**src/rtl/fetch_sequencer_if.sv**
```systemverilog
// Fetch-sequencer bus: branch-unit/decode qualifiers and harness handshake in,
// fetch address, run status and performance counters out.
interface fetch_sequencer_if #(
  parameter int PC_W  = 10,
  parameter int CNT_W = 16
);
  logic             start;
  logic             branch;
  logic [PC_W-1:0]  address;
  logic             halt_instr;
  logic             stall;
  logic [PC_W-1:0]  pc;
  logic             busy;
  logic             done;
  logic             fault;
  logic [CNT_W-1:0] retired;
  logic [CNT_W-1:0] taken;

  modport master (
    output start, branch, address, halt_instr, stall,
    input  pc, busy, done, fault, retired, taken
  );

  modport slave (
    input  start, branch, address, halt_instr, stall,
    output pc, busy, done, fault, retired, taken
  );
endinterface

```
**src/rtl/fetch_sequencer.sv**
```systemverilog
// Program counter and fetch sequencer: IDLE/RUN/DONE control, branch and halt
// handling, illegal-target fault and saturating retired/taken counters.
module fetch_sequencer #(
  parameter int          PC_W       = 10,
  parameter int unsigned START_ADDR = 0,
  parameter int unsigned PROG_LEN   = 1024,
  parameter int          CNT_W      = 16
) (
  input  logic              clk,
  input  logic              reset,
  fetch_sequencer_if.slave  fs
);

  typedef enum logic [1:0] {
    S_IDLE = 2'd0,
    S_RUN  = 2'd1,
    S_DONE = 2'd2
  } state_e;

  // One extra bit so PROG_LEN = 2^PC_W is representable for the target check.
  localparam logic [PC_W:0]   PROG_LEN_W = (PC_W+1)'(PROG_LEN);
  localparam logic [PC_W-1:0] LAST_PC    = PC_W'(PROG_LEN - 1);
  localparam logic [PC_W-1:0] START_PC   = PC_W'(START_ADDR);

  state_e           state_q, state_d;
  logic [PC_W-1:0]  pc_q, pc_d;
  logic [CNT_W-1:0] retired_q, retired_d;
  logic [CNT_W-1:0] taken_q, taken_d;
  logic             fault_q, fault_d;

  function automatic logic [CNT_W-1:0] sat_inc(input logic [CNT_W-1:0] v);
    return (&v) ? v : v + 1'b1;
  endfunction

  // NOTE: every variable gets its hold value first, so no path leaves one
  // unassigned and no latch is inferred.
  always_comb begin
    state_d   = state_q;
    pc_d      = pc_q;
    retired_d = retired_q;
    taken_d   = taken_q;
    fault_d   = fault_q;

    unique case (state_q)
      S_IDLE, S_DONE: begin
        if (fs.start) begin
          state_d   = S_RUN;
          pc_d      = START_PC;
          retired_d = '0;
          taken_d   = '0;
          fault_d   = 1'b0;
        end
      end

      S_RUN: begin
        // Every non-stalled cycle retires exactly one instruction.
        if (!fs.stall) begin
          retired_d = sat_inc(retired_q);
          if (fs.halt_instr) begin
            state_d = S_DONE;
          end else if (fs.branch) begin
            if ({1'b0, fs.address} < PROG_LEN_W) begin
              pc_d    = fs.address;
              taken_d = sat_inc(taken_q);
            end else begin
              fault_d = 1'b1;
              state_d = S_DONE;
            end
          end else if (pc_q == LAST_PC) begin
            state_d = S_DONE;
          end else begin
            pc_d = pc_q + 1'b1;
          end
        end
      end

      default: state_d = S_IDLE;
    endcase
  end

  // NOTE: sequential state uses non-blocking assignments so every register
  // samples the pre-edge values regardless of statement order.
  always_ff @(posedge clk) begin
    if (reset) begin
      state_q   <= S_IDLE;
      pc_q      <= '0;
      retired_q <= '0;
      taken_q   <= '0;
      fault_q   <= 1'b0;
    end else begin
      state_q   <= state_d;
      pc_q      <= pc_d;
      retired_q <= retired_d;
      taken_q   <= taken_d;
      fault_q   <= fault_d;
    end
  end

  assign fs.pc      = pc_q;
  assign fs.busy    = (state_q == S_RUN);
  assign fs.done    = (state_q == S_DONE);
  assign fs.fault   = fault_q;
  assign fs.retired = retired_q;
  assign fs.taken   = taken_q;

endmodule

```
**src/flat_wrapper.sv**
```systemverilog
// flat-port wrapper written by rule: the top's interface ports become plain ports
module fetch_sequencer_flat 
#(
  parameter int          PC_W       = 10,
  parameter int unsigned START_ADDR = 0,
  parameter int unsigned PROG_LEN   = 1024,
  parameter int          CNT_W      = 16
)
  (clk, reset, fs_start, fs_branch, fs_address, fs_halt_instr, fs_stall, fs_pc, fs_busy, fs_done, fs_fault, fs_retired, fs_taken);
  fetch_sequencer_if #(.PC_W(PC_W), .CNT_W(CNT_W)) fs_i ();
  input  logic clk;
  input  logic reset;
  input wire logic [$bits(fs_i.start)-1:0] fs_start;
  input wire logic [$bits(fs_i.branch)-1:0] fs_branch;
  input wire logic [$bits(fs_i.address)-1:0] fs_address;
  input wire logic [$bits(fs_i.halt_instr)-1:0] fs_halt_instr;
  input wire logic [$bits(fs_i.stall)-1:0] fs_stall;
  output wire logic [$bits(fs_i.pc)-1:0] fs_pc;
  output wire logic [$bits(fs_i.busy)-1:0] fs_busy;
  output wire logic [$bits(fs_i.done)-1:0] fs_done;
  output wire logic [$bits(fs_i.fault)-1:0] fs_fault;
  output wire logic [$bits(fs_i.retired)-1:0] fs_retired;
  output wire logic [$bits(fs_i.taken)-1:0] fs_taken;
  assign fs_i.start = fs_start;
  assign fs_i.branch = fs_branch;
  assign fs_i.address = fs_address;
  assign fs_i.halt_instr = fs_halt_instr;
  assign fs_i.stall = fs_stall;
  assign fs_pc = fs_i.pc;
  assign fs_busy = fs_i.busy;
  assign fs_done = fs_i.done;
  assign fs_fault = fs_i.fault;
  assign fs_retired = fs_i.retired;
  assign fs_taken = fs_i.taken;
  fetch_sequencer #(.PC_W(PC_W), .START_ADDR(START_ADDR), .PROG_LEN(PROG_LEN), .CNT_W(CNT_W)) u_core (.clk(clk), .reset(reset), .fs(fs_i));
endmodule
```
**config.mk**
```make
export PLATFORM = sky130hd
export DESIGN_NAME = fetch_sequencer_flat
export DESIGN_NICKNAME = d
export VERILOG_FILES = /design/src/rtl/fetch_sequencer_if.sv /design/src/rtl/fetch_sequencer.sv /design/src/flat_wrapper.sv
export SDC_FILE = /design/constraint.sdc
export NUM_CORES = 1
export LEC_CHECK = 0
export CORE_ASPECT_RATIO = 0.7
export CORE_MARGIN = 3
export CORE_UTILIZATION = 49
export CTS_BUF_LIST = sky130_fd_sc_hd__clkbuf_16
export DETAILED_ROUTE_END_ITERATION = 8
export GPL_TIMING_DRIVEN = 0
export PLACE_DENSITY = 0.8
export RECOVER_POWER = 50
export SETUP_SLACK_MARGIN = 0.15
export SYNTH_ARGS = -nofsm -noshare
export SYNTH_HDL_FRONTEND = slang
export SYNTH_SLANG_ARGS = --single-unit
```
**constraint.sdc**
```tcl
create_clock -name clk -period 1.9 [get_ports clk]
set_input_delay 0.19 -clock clk [delete_from_list [all_inputs] [get_ports clk]]
set_output_delay 0.19 -clock clk [all_outputs]
set_load 0.01 [all_outputs]
```
# == Word-level counts from Yosys, hierarchy flattened ==
# Cells that the tools add are included.
# op_classes
addsub,3
n_reduce_logical,9
eq_ne,12
muxes,21
# ops
op,n
2-to-1 mux 16 bit,7
case mux 16 bit (2 select lines),2
2-to-1 mux 10 bit,5
"adder 16 x 1 -> 16 bit, second input constant",2
AND reduction 16 bit,2
case mux 10 bit (2 select lines),1
"inequality test 2 bit, second input constant",6
"adder 10 x 1 -> 10 bit, second input constant",1
"== test 10 bit, second input constant",1
2-to-1 mux 2 bit,5
AND reduction 4 bit,2
"inequality test 3 bit, second input constant",2
AND reduction 6 bit,1
AND reduction 5 bit,1
case mux 2 bit (2 select lines),1
"inequality test 3 x 2 -> 1 bit, second input constant",1
"== test 2 x 1 -> 1 bit, second input constant",1
"== test 2 bit, second input constant",1
zero test 2 bit,1
nonzero test 2 bit,1
OR reduction 2 bit,1
# totals
inputBits,16
wordCells,49
output_inout_bits,45
register_bits,44

# == Longest topological paths before layout ==
# Gate-level depths: netlist (run 1).
# logic_depth
ltp_word,6
mapped_depth,7
depth_no_buf,6

# == Worst setup path before layout (run 1) ==
# OpenSTA, ideal clock, no wires.
# synth_path
path_type,register -> register
start,register u_core.taken_q[0] (netlist: u_core.fs.taken[0])
end,register u_core.taken_q[14] (netlist: u_core.fs.taken[14])
required_time_ps,1818
path_slack_ps,206
stages_incl_launch_ff,7
synth_period_minus_slack_ps,1694
arrival_time_ps,1612
path_buffers,0
setup_ps,82
path_cell_list,dfxtp_1 ha_1 and3_1 nor2b_1 nand3_1 or3_1 o221ai_1
# synth_between
elab_chain_len,6
elab_cells_between_ends,9
classes_between,add/sub (1); eq/ne (1); mux (5); reduce/logical (2)
# synth_lines
element,line,text
start: declaration,fetch_sequencer.sv:28,"logic [CNT_W-1:0] taken_q, taken_d;"
start signal: assignment,fetch_sequencer.sv:94,taken_q <= taken_d;
adder 16 x 1 -> 16 bit,fetch_sequencer.sv:32,return (&v) ? v : v + 1'b1;
2-to-1 mux 16 bit,fetch_sequencer.sv:32,
2-to-1 mux 16 bit,fetch_sequencer.sv:61,end else if (fs.branch) begin
2-to-1 mux 16 bit,fetch_sequencer.sv:59,if (fs.halt_instr) begin
2-to-1 mux 16 bit,fetch_sequencer.sv:57,if (!fs.stall) begin
case mux 16 bit (2 select lines),fetch_sequencer.sv:44,unique case (state_q)
# Parallel ways exist; a longest one is shown, timed or not. The select of a mux whose other input is x is not followed.
# A chain may end at the register's enable or synchronous reset.

# == Worst setup path in the final report (run 1) ==
# layout_path
start,register u_core.state_q[0]
end,register u_core.retired_q[11] (netlist: u_core.fs.retired[11])
# layout_between
elab_chain_len,4
elab_cells_between_ends,10
classes_between,eq/ne (5); mux (1); reduce/logical (4)
# layout_lines
element,line,text
start: declaration,fetch_sequencer.sv:25,"state_e state_q, state_d;"
start signal: assignment,fetch_sequencer.sv:91,state_q <= state_d;
== test 2 bit / zero test 2 bit (equally long branches),fetch_sequencer.sv:44,
OR reduction 2 bit,fetch_sequencer.sv:44,
inequality test 2 bit (no source line) / nonzero test 2 bit (equally long branches),--,
AND reduction 4 bit (no source line),--,
end signal: assignment,fetch_sequencer.sv:93,retired_q <= retired_d;
end: declaration,fetch_sequencer.sv:27,"logic [CNT_W-1:0] retired_q, retired_d;"
# Parallel ways exist; a longest one is shown, timed or not.

==> reports/metrics.yaml, run 1 <==
synth:
  ys_warn_count: 0
  synth_top_area_share: 0.359
  synth_edf_count: 0
  syn-num-nets: 333
  seq_area_frac_synth: 0.359
  syn_area_sq_um: 2450
  synth-seq-cells: 44
  postSynthAreaPerCell_sq_um: 7.81
  synthFlopType: "dfxtp_1"
  synth_area_leaders: "dfxtp_1, nand2_1, a21oi_1"
  synth_top_area_cell: "dfxtp_1"
  yosysUniqueCellTypes: 58
  async_reset_ff_frac: 0
  syn_inst: 314
placed_design:
  dpl.cell_count: 439
  gp_congestion: 0.891
  placed_area_sq_um: 3120
  port-buffer-count: 59
  dp_hpwl_um: 5220
floorplan:
  die_x_um: 90.5
  die_area_sq_um: 5900
  die_h_um: 65.2
  num_io_pins: 61
  start_util: 0.535
  core_sq_um: 4580
  rows: 20
cts:
  cts_max_level: 2
  cts.root.buffer_cell: "clkbuf_16"
  cts_tree: "built"
  cts-root-to-sink-buffers: 2
  clkLatencyLatePin_ps: 290
  clock-sinks: 44
  ctsHoldBuffers: 0
  cts_buffers: 5
  clkTransAtPathRegs_ps: 70
layout:
  layout_commonest_cell: "dlygate4sd3_1"
  nets: 430
  drive_gt1_frac: 0.240
  design_area_sq_um: 3810
  fin_util: 0.831
  antenna_cells: 0
  mostFrequentLayoutCells: "dlygate4sd3_1, nand2_1, dfxtp_1"
  layout.cells.non_filler: 478
  area_growth_pct: 55.3
timing:
  min_period_over_period: 0.991
  fmax_ghz: 0.531
  finalSetupViolCount: 0
  fin_crit_ps: 1880
  slew_viol_final: 0
  max_slew_margin: 0.648
  hold_viol_final: 0
  rsz0062_at_grt: "true"
  setup_tns_ps: 0
  tightestPinTransition_ps: 528
  skew_ps: 4.65
setup_path:
  crit_buf_inv: 2
  cp_max_fo: 5
  critPathLaunchType: "flop"
  crit_family: "compound AO/OA/AOI/OAI gates"
  cp.required_ps: 2090
  crit_path_end_kind: "flop"
  worstPathCellList: "nor3b_4, buf_4, nor2_4, a311oi_4, buf_6, a31oi_1, a41o_1"
  max_stage_delay_ps: 390
  arrival_ps: 2070
  crit_type: "reg -> reg"
  crit_slowest_cell: "a311oi_4"
min_path:
  hp-class: "reg -> reg"
global_routing:
  gr-total-overflow: 0
  grt_pass1_wl_um: 12400
  grt_usage: 0.255
  antenna_found_initial: 0
  grt_pass1_vias: 2594
  grt_max_degree: 15
power_and_ir_drop:
  p_leak_nw: 1.48
  total_power_w: 0.00209
  irDropWorstVdd_uv: 494
  p_per_area_nw_per_um2: 550
drt:
  avgViaCountPerCell: 6.32
  ant_nets: 0
  vias: 3021
  drc: 0
  drtPass1Iterations: 5
  first_iter_violations: 328
  avgRoutedWirePerCell_um: 18.5
  routed_wl_um: 8840
outcome:
  status: "finished, final reports clean"
job:
  cap_viol_max_count: 0
## path summary, 6_finish.rpt
| check | endpoint | from | cells past startpoint | slack, ps |
|---|---|---|---|---|
| setup / recovery | u_core.fs.retired[11]$_SDFFE_PP0P_ | u_core.state_q[0]$_SDFFE_PP0P_ | 7 | 20 |
| hold / removal | u_core.fs.pc[9]$_SDFFE_PP0P_ | u_core.fs.pc[9]$_SDFFE_PP0P_ | 2 | 490 |
| hold reg to reg | u_core.fs.pc[9]$_SDFFE_PP0P_ | u_core.fs.pc[9]$_SDFFE_PP0P_ | 2 | 490 |
| setup reg to reg | u_core.fs.retired[11]$_SDFFE_PP0P_ | u_core.state_q[0]$_SDFFE_PP0P_ | 7 | 20 |
## cell families (layout without fill, tap and decap cells)
group	count (synthesis)	count (layout)	share of synthesized area
fa+ha+maj	3	3	0.0153
xor+xnor	5	5	0.0179
compound gates	93	94	0.251
simple gates	144	144	0.310
flops	44	44	0.359
other cells	1	1	0.00153
mux	2	2	0.00817
buf+inv	22	119	0.0373
## metrics by stage
| stage | setup slack, ps | hold WS, ps |
|---|---|---|
| 5_1_grt | -33.7 | 502 |
| 4_1_cts | 97.9 | 492 |
| 2_1_floorplan | 206 | 376 |
| 3_5_place_dp | -296 | 478 |
| 3_3_place_gp | -310 | 469 |
| 6_report | 17.1 | 488 |
## registers in the layout, summed over array words and instances (netlist names)
signal	cells
u_core.fs.pc	10
u_core.fs.taken	16
u_core.state_q	2
u_core.fs.retired	16
## cells in the mapped netlist, types with 2 or more instances
master	count
xnor2_1	4
a22oi_1	2
a41o_1	3
and4_1	2
buf_2	4
o211ai_1	6
o21ai_0	20
a211oi_1	2
nor3_1	8
nor4b_1	2
a31oi_1	10
nor3b_1	2
a41oi_1	3
dfxtp_1	44
clkbuf_1	5
nor2_1	26
o22ai_1	3
a22o_1	3
a31o_2	4
nor2b_1	7
nor3_2	2
inv_1	10
or2_2	2
nor4_1	7
a21oi_1	22
ha_1	3
and3_1	5
or3_1	3
nand2_1	38
a21o_1	2
mux2i_1	2
nand4_1	12
nand2b_1	7
or4_1	2
nand3_1	14
## area by class of cell
| class | instances | area, sq um |
|---|---|---|
| Buffer | 10 | 67.6 |
| Clock buffer | 5 | 125 |
| Clock inverter | 3 | 18.8 |
| Fill cell | 287 | 773 |
| Inverter | 11 | 46.3 |
| Multi-Input combinational cell | 249 | 1730 |
| Sequential cell | 44 | 902 |
| Tap cell | 66 | 82.6 |
| Timing Repair Buffer | 90 | 836 |
## where the power goes
group | switching, W | internal, W
sequential | 0.00000944 | 0.000924
combinational | 0.000156 | 0.000128
clock | 0.000392 | 0.000486
total | 0.000557 | 0.00154
## metal layers
metal | share of wire | vias up | global-route usage
li1 | - | 1384 | -
met1 | 0.42 | 1418 | 0.355
met2 | 0.47 | 202 | 0.401
met3 | 0.096 | 17 | 0.0538
met4 | 0.012 | 0 | 0.0725
met5 | 0 | - | 0
## timing repair
item / in CTS / in global routing
gates resized for setup: 25 / 57
pin swaps: 5 / 16
setup endpoints to repair: 38 / 39
cloned: 0 / 2
buffers inserted: 6 / 24
## worst reg2reg max path: cells and delay by family (launching register included)
kind | cells | cell delay [ps]
buf+inv | 2 | 380
compound gates | 3 | 690
flops | 1 | 370
simple gates | 2 | 350
Power figures use the tool's default switching activity.
==> inputs of run 2 (changes only) <==
- ABC_AREA: not set -> 1
- CORE_UTILIZATION: 49 -> 53
- PLACE_DENSITY: 0.8 -> 0.81
==> reports/metrics.yaml, run 2 <==
layout:
  layout_commonest_cell: "nand2_1"
  fin_util: 0.734  # -0.0973
  antenna_cells: 0  # unchanged
  nets: 607  # +41%
  area_growth_pct: 28.4
  drive_gt1_frac: 0.109  # -0.132
  layout.cells.non_filler: 661  # +38%
  mostFrequentLayoutCells: "nand2_1, nor2_1, inv_1"
power_and_ir_drop:
  p_per_area_nw_per_um2: 558  # +1.4%
  irDropWorstVdd_uv: 369  # -25%
  total_power_w: 0.00224  # +7.0%
  p_leak_nw: 1.81  # +22%
synth:
  syn-num-nets: 541  # +62%
  async_reset_ff_frac: 0  # unchanged
  syn_inst: 522  # +66%
  synth_edf_count: 0  # unchanged
  syn_area_sq_um: 3130  # +28%
  postSynthAreaPerCell_sq_um: 6.00  # -23%
  synth.most_common_cell: "nand2_1"
  seq_area_frac_synth: 0.281  # -0.0780
  synthFlopType: "dfxtp_1"
  ys_warn_count: 0  # unchanged
  synth_commonest_cells: "nand2_1, nor2_1, inv_1"
  yosysUniqueCellTypes: 33  # -43%
  synth-seq-cells: 44  # unchanged
  synth_top_area_share: 0.281  # -0.0780
  synth_area_leaders: "dfxtp_1, nand2_1, nor2_1"
  synth_top_area_cell: "dfxtp_1"
setup_path:
  r2r-end: "u_core.fs.taken[12]$_SDFFE_PP0P_"
  max_stage_delay_ps: 390  # about the same
  rrSetupSlack_ps: 260  # +240 ps
  crit_path_end_kind: "flop"
  reg2regPathDepth: 9  # +2
  crit_type: "reg -> reg"
  crit_slowest_cell: "dfxtp_4"
  arrival_ps: 1820  # -250 ps
  cp_max_fo: 10  # +5
  worstPathCellList: "ha_4, nand3_1, nor2_4, nand3_4, buf_2, nand4_1, nand2_1, inv_1, nor2_1"
  reg2reg_from: "u_core.fs.taken[1]$_SDFFE_PP0P_"
  critPathLaunchType: "flop"
  crit_family: "simple AND/OR/NAND/NOR gates"
  cp.required_ps: 2080  # about the same
  crit_buf_inv: 2  # unchanged
min_path:
  min_path_cells: 5  # +3
  hp-class: "in -> reg"
  min-delay-start: "fs_branch"
  hold_end: "u_core.fs.pc[7]$_SDFFE_PP0P_"
drt:
  vias: 3581  # +19%
  routed_wl_um: 9400  # +6.4%
  drc: 0  # unchanged
  avgViaCountPerCell: 5.42  # -14%
  avgRoutedWirePerCell_um: 14.2  # -23%
  drtPass1Iterations: 5  # unchanged
  ant_nets: 0  # unchanged
  first_iter_violations: 291  # -11%
global_routing:
  grt_max_degree: 13  # -2
  grt_pass1_wl_um: 15600  # +26%
  antenna_found_initial: 0  # unchanged
  gr-total-overflow: 0  # unchanged
  grt_usage: 0.277  # +0.0226
  grt_pass1_vias: 3209  # +24%
timing:
  hold_viol_final: 0  # unchanged
  skew_ps: 3.36  # -1.29 ps
  fmax_ghz: 0.609  # +15%
  min_period_over_period: 0.865  # -0.126
  setup_tns_ps: 0  # unchanged
  rsz0062_at_grt: "false"
  finalSetupViolCount: 0  # unchanged
  fin_ws_ps: 257  # +240 ps
  slew_viol_final: 0  # unchanged
  fin_crit_ps: 1640  # -240 ps
  tightestPinTransition_ps: 728  # +200 ps
  max_slew_margin: 0.513  # -0.135
floorplan:
  die_area_sq_um: 6880  # +17%
  core_sq_um: 5480  # +20%
  num_io_pins: 61  # unchanged
  start_util: 0.571  # +0.0362
  die_h_um: 70.3  # +7.9%
  rows: 22  # +10%
  die_x_um: 97.9  # +8.1%
cts:
  cts_tree: "built"
  cts_buffers: 5  # unchanged
  cts-root-to-sink-buffers: 2  # unchanged
  cts_max_level: 2  # unchanged
  clkTransAtPathRegs_ps: 60  # about the same
  clkLatencyLatePin_ps: 290  # about the same
  clock-sinks: 44  # unchanged
  ctsHoldBuffers: 0  # unchanged
  cts.root.buffer_cell: "clkbuf_16"
outcome:
  status: "finished, final reports clean"
placed_design:
  dp_hpwl_um: 6880  # +32%
  dpl.cell_count: 651  # +48%
  gp_congestion: 0.942  # +5.7%
  pre_cts_ws_ps: -20.3  # +276 ps
  port-buffer-count: 57  # -3.4%
job:
  cap_viol_max_count: 0  # unchanged
-- run 2: cell types whose count changed in the layout (fill, tap and decap cells not counted), moves of 6 or more --
cell	change
nand2_1	+119
inv_1	+60
nor2_1	+55
nand3_1	+32
buf_4	-27
nand4_1	+10
a31oi_1	-7
nor4_1	-6
o211ai_1	-6
-- run 2: worst min-delay path, cell delays in order --
cell,delay [ps]
buf_2,160
nand2_1,70
nand2_1,50
nand2_1,50
a21oi_1,50
-- run 2: how the worst max path moves through the flow --
stage / start / end / slack (ps) / depth (start not counted)
finish: u_core.fs.taken[1]$_SDFFE_PP0P_ / u_core.fs.taken[12]$_SDFFE_PP0P_ / 260 / 9
global placement: u_core.fs.taken[1]$_SDFFE_PP0P_ / u_core.fs.taken[12]$_SDFFE_PP0P_ / 9 / 9
global route: u_core.fs.retired[0]$_SDFFE_PP0P_ / u_core.fs.retired[12]$_SDFFE_PP0P_ / 140 / 10
detailed placement: u_core.fs.taken[1]$_SDFFE_PP0P_ / u_core.fs.taken[12]$_SDFFE_PP0P_ / -20 / 9
CTS: u_core.state_q[1]$_SDFFE_PP0P_ / fs_busy / 140 / 6
floorplan: u_core.fs.taken[0]$_SDFFE_PP0P_ / u_core.fs.taken[12]$_SDFFE_PP0P_ / 310 / 9
-- run 2: area by class of cell --
| class | count | area, sq um |
|---|---|---|
| buffer | 18 | 130 |
| clock buffer | 5 | 125 |
| clock inverter | 3 | 11.3 |
| fill | 480 | 1460 |
| inverter | 72 | 274 |
| multi-input combinational | 388 | 1910 |
| sequential | 44 | 895 |
| tap | 72 | 90.1 |
| timing repair buffer | 59 | 581 |
-- run 2: power by group --
| part | leakage, nW | total, W | switching, W | internal [W] |
|---|---|---|---|---|
| combinational | 1.38 | 0.000433 | 0.000269 | 0.000165 |
| sequential | 0.360 | 0.000977 | 0.0000326 | 0.000944 |
| clock | 0.0738 | 0.000832 | 0.000359 | 0.000474 |
-- run 2: per-layer routing --
layer | global-route usage | up-vias | part of all wire
li1 | - | 1786 | -
met1 | 0.398 | 1607 | 0.48
met2 | 0.422 | 171 | 0.43
met3 | 0.0549 | 17 | 0.087
met4 | 0.0753 | 0 | 0.011
met5 | 0 | - | 0
-- run 2: kinds of logic after synthesis --
kind of cell	synth area share
buffers and inverters	0.127
flip-flops	0.281
adder cells (fa/ha/maj)	0.0120
other	0.00120
AO/OA/AOI/OAI	0.0807
XOR/XNOR	0.0224
AND/OR/NAND/NOR	0.475
-- run 2: metrics by stage --
stage               hold slack (ps)  area [sq um]
finish                          327          4020
CTS                             325          3940
floorplan                       405          3130
global route                    359          4020
global placement                470          3790
detailed placement              474          3790
-- run 2: timing repair --
item                                    in CTS  in global routing
resized for setup                            6                 22
endpoints found under the setup margin      14                 40
setup buffers                                0                  2
pin swaps                                    0                  3
==> inputs of run 3 (changes only) <==
- GPL_ROUTABILITY_DRIVEN: not set -> 1
==> results of run 3 <==
Same layout as run 2: the final DEF is identical, and so are final timing and power.
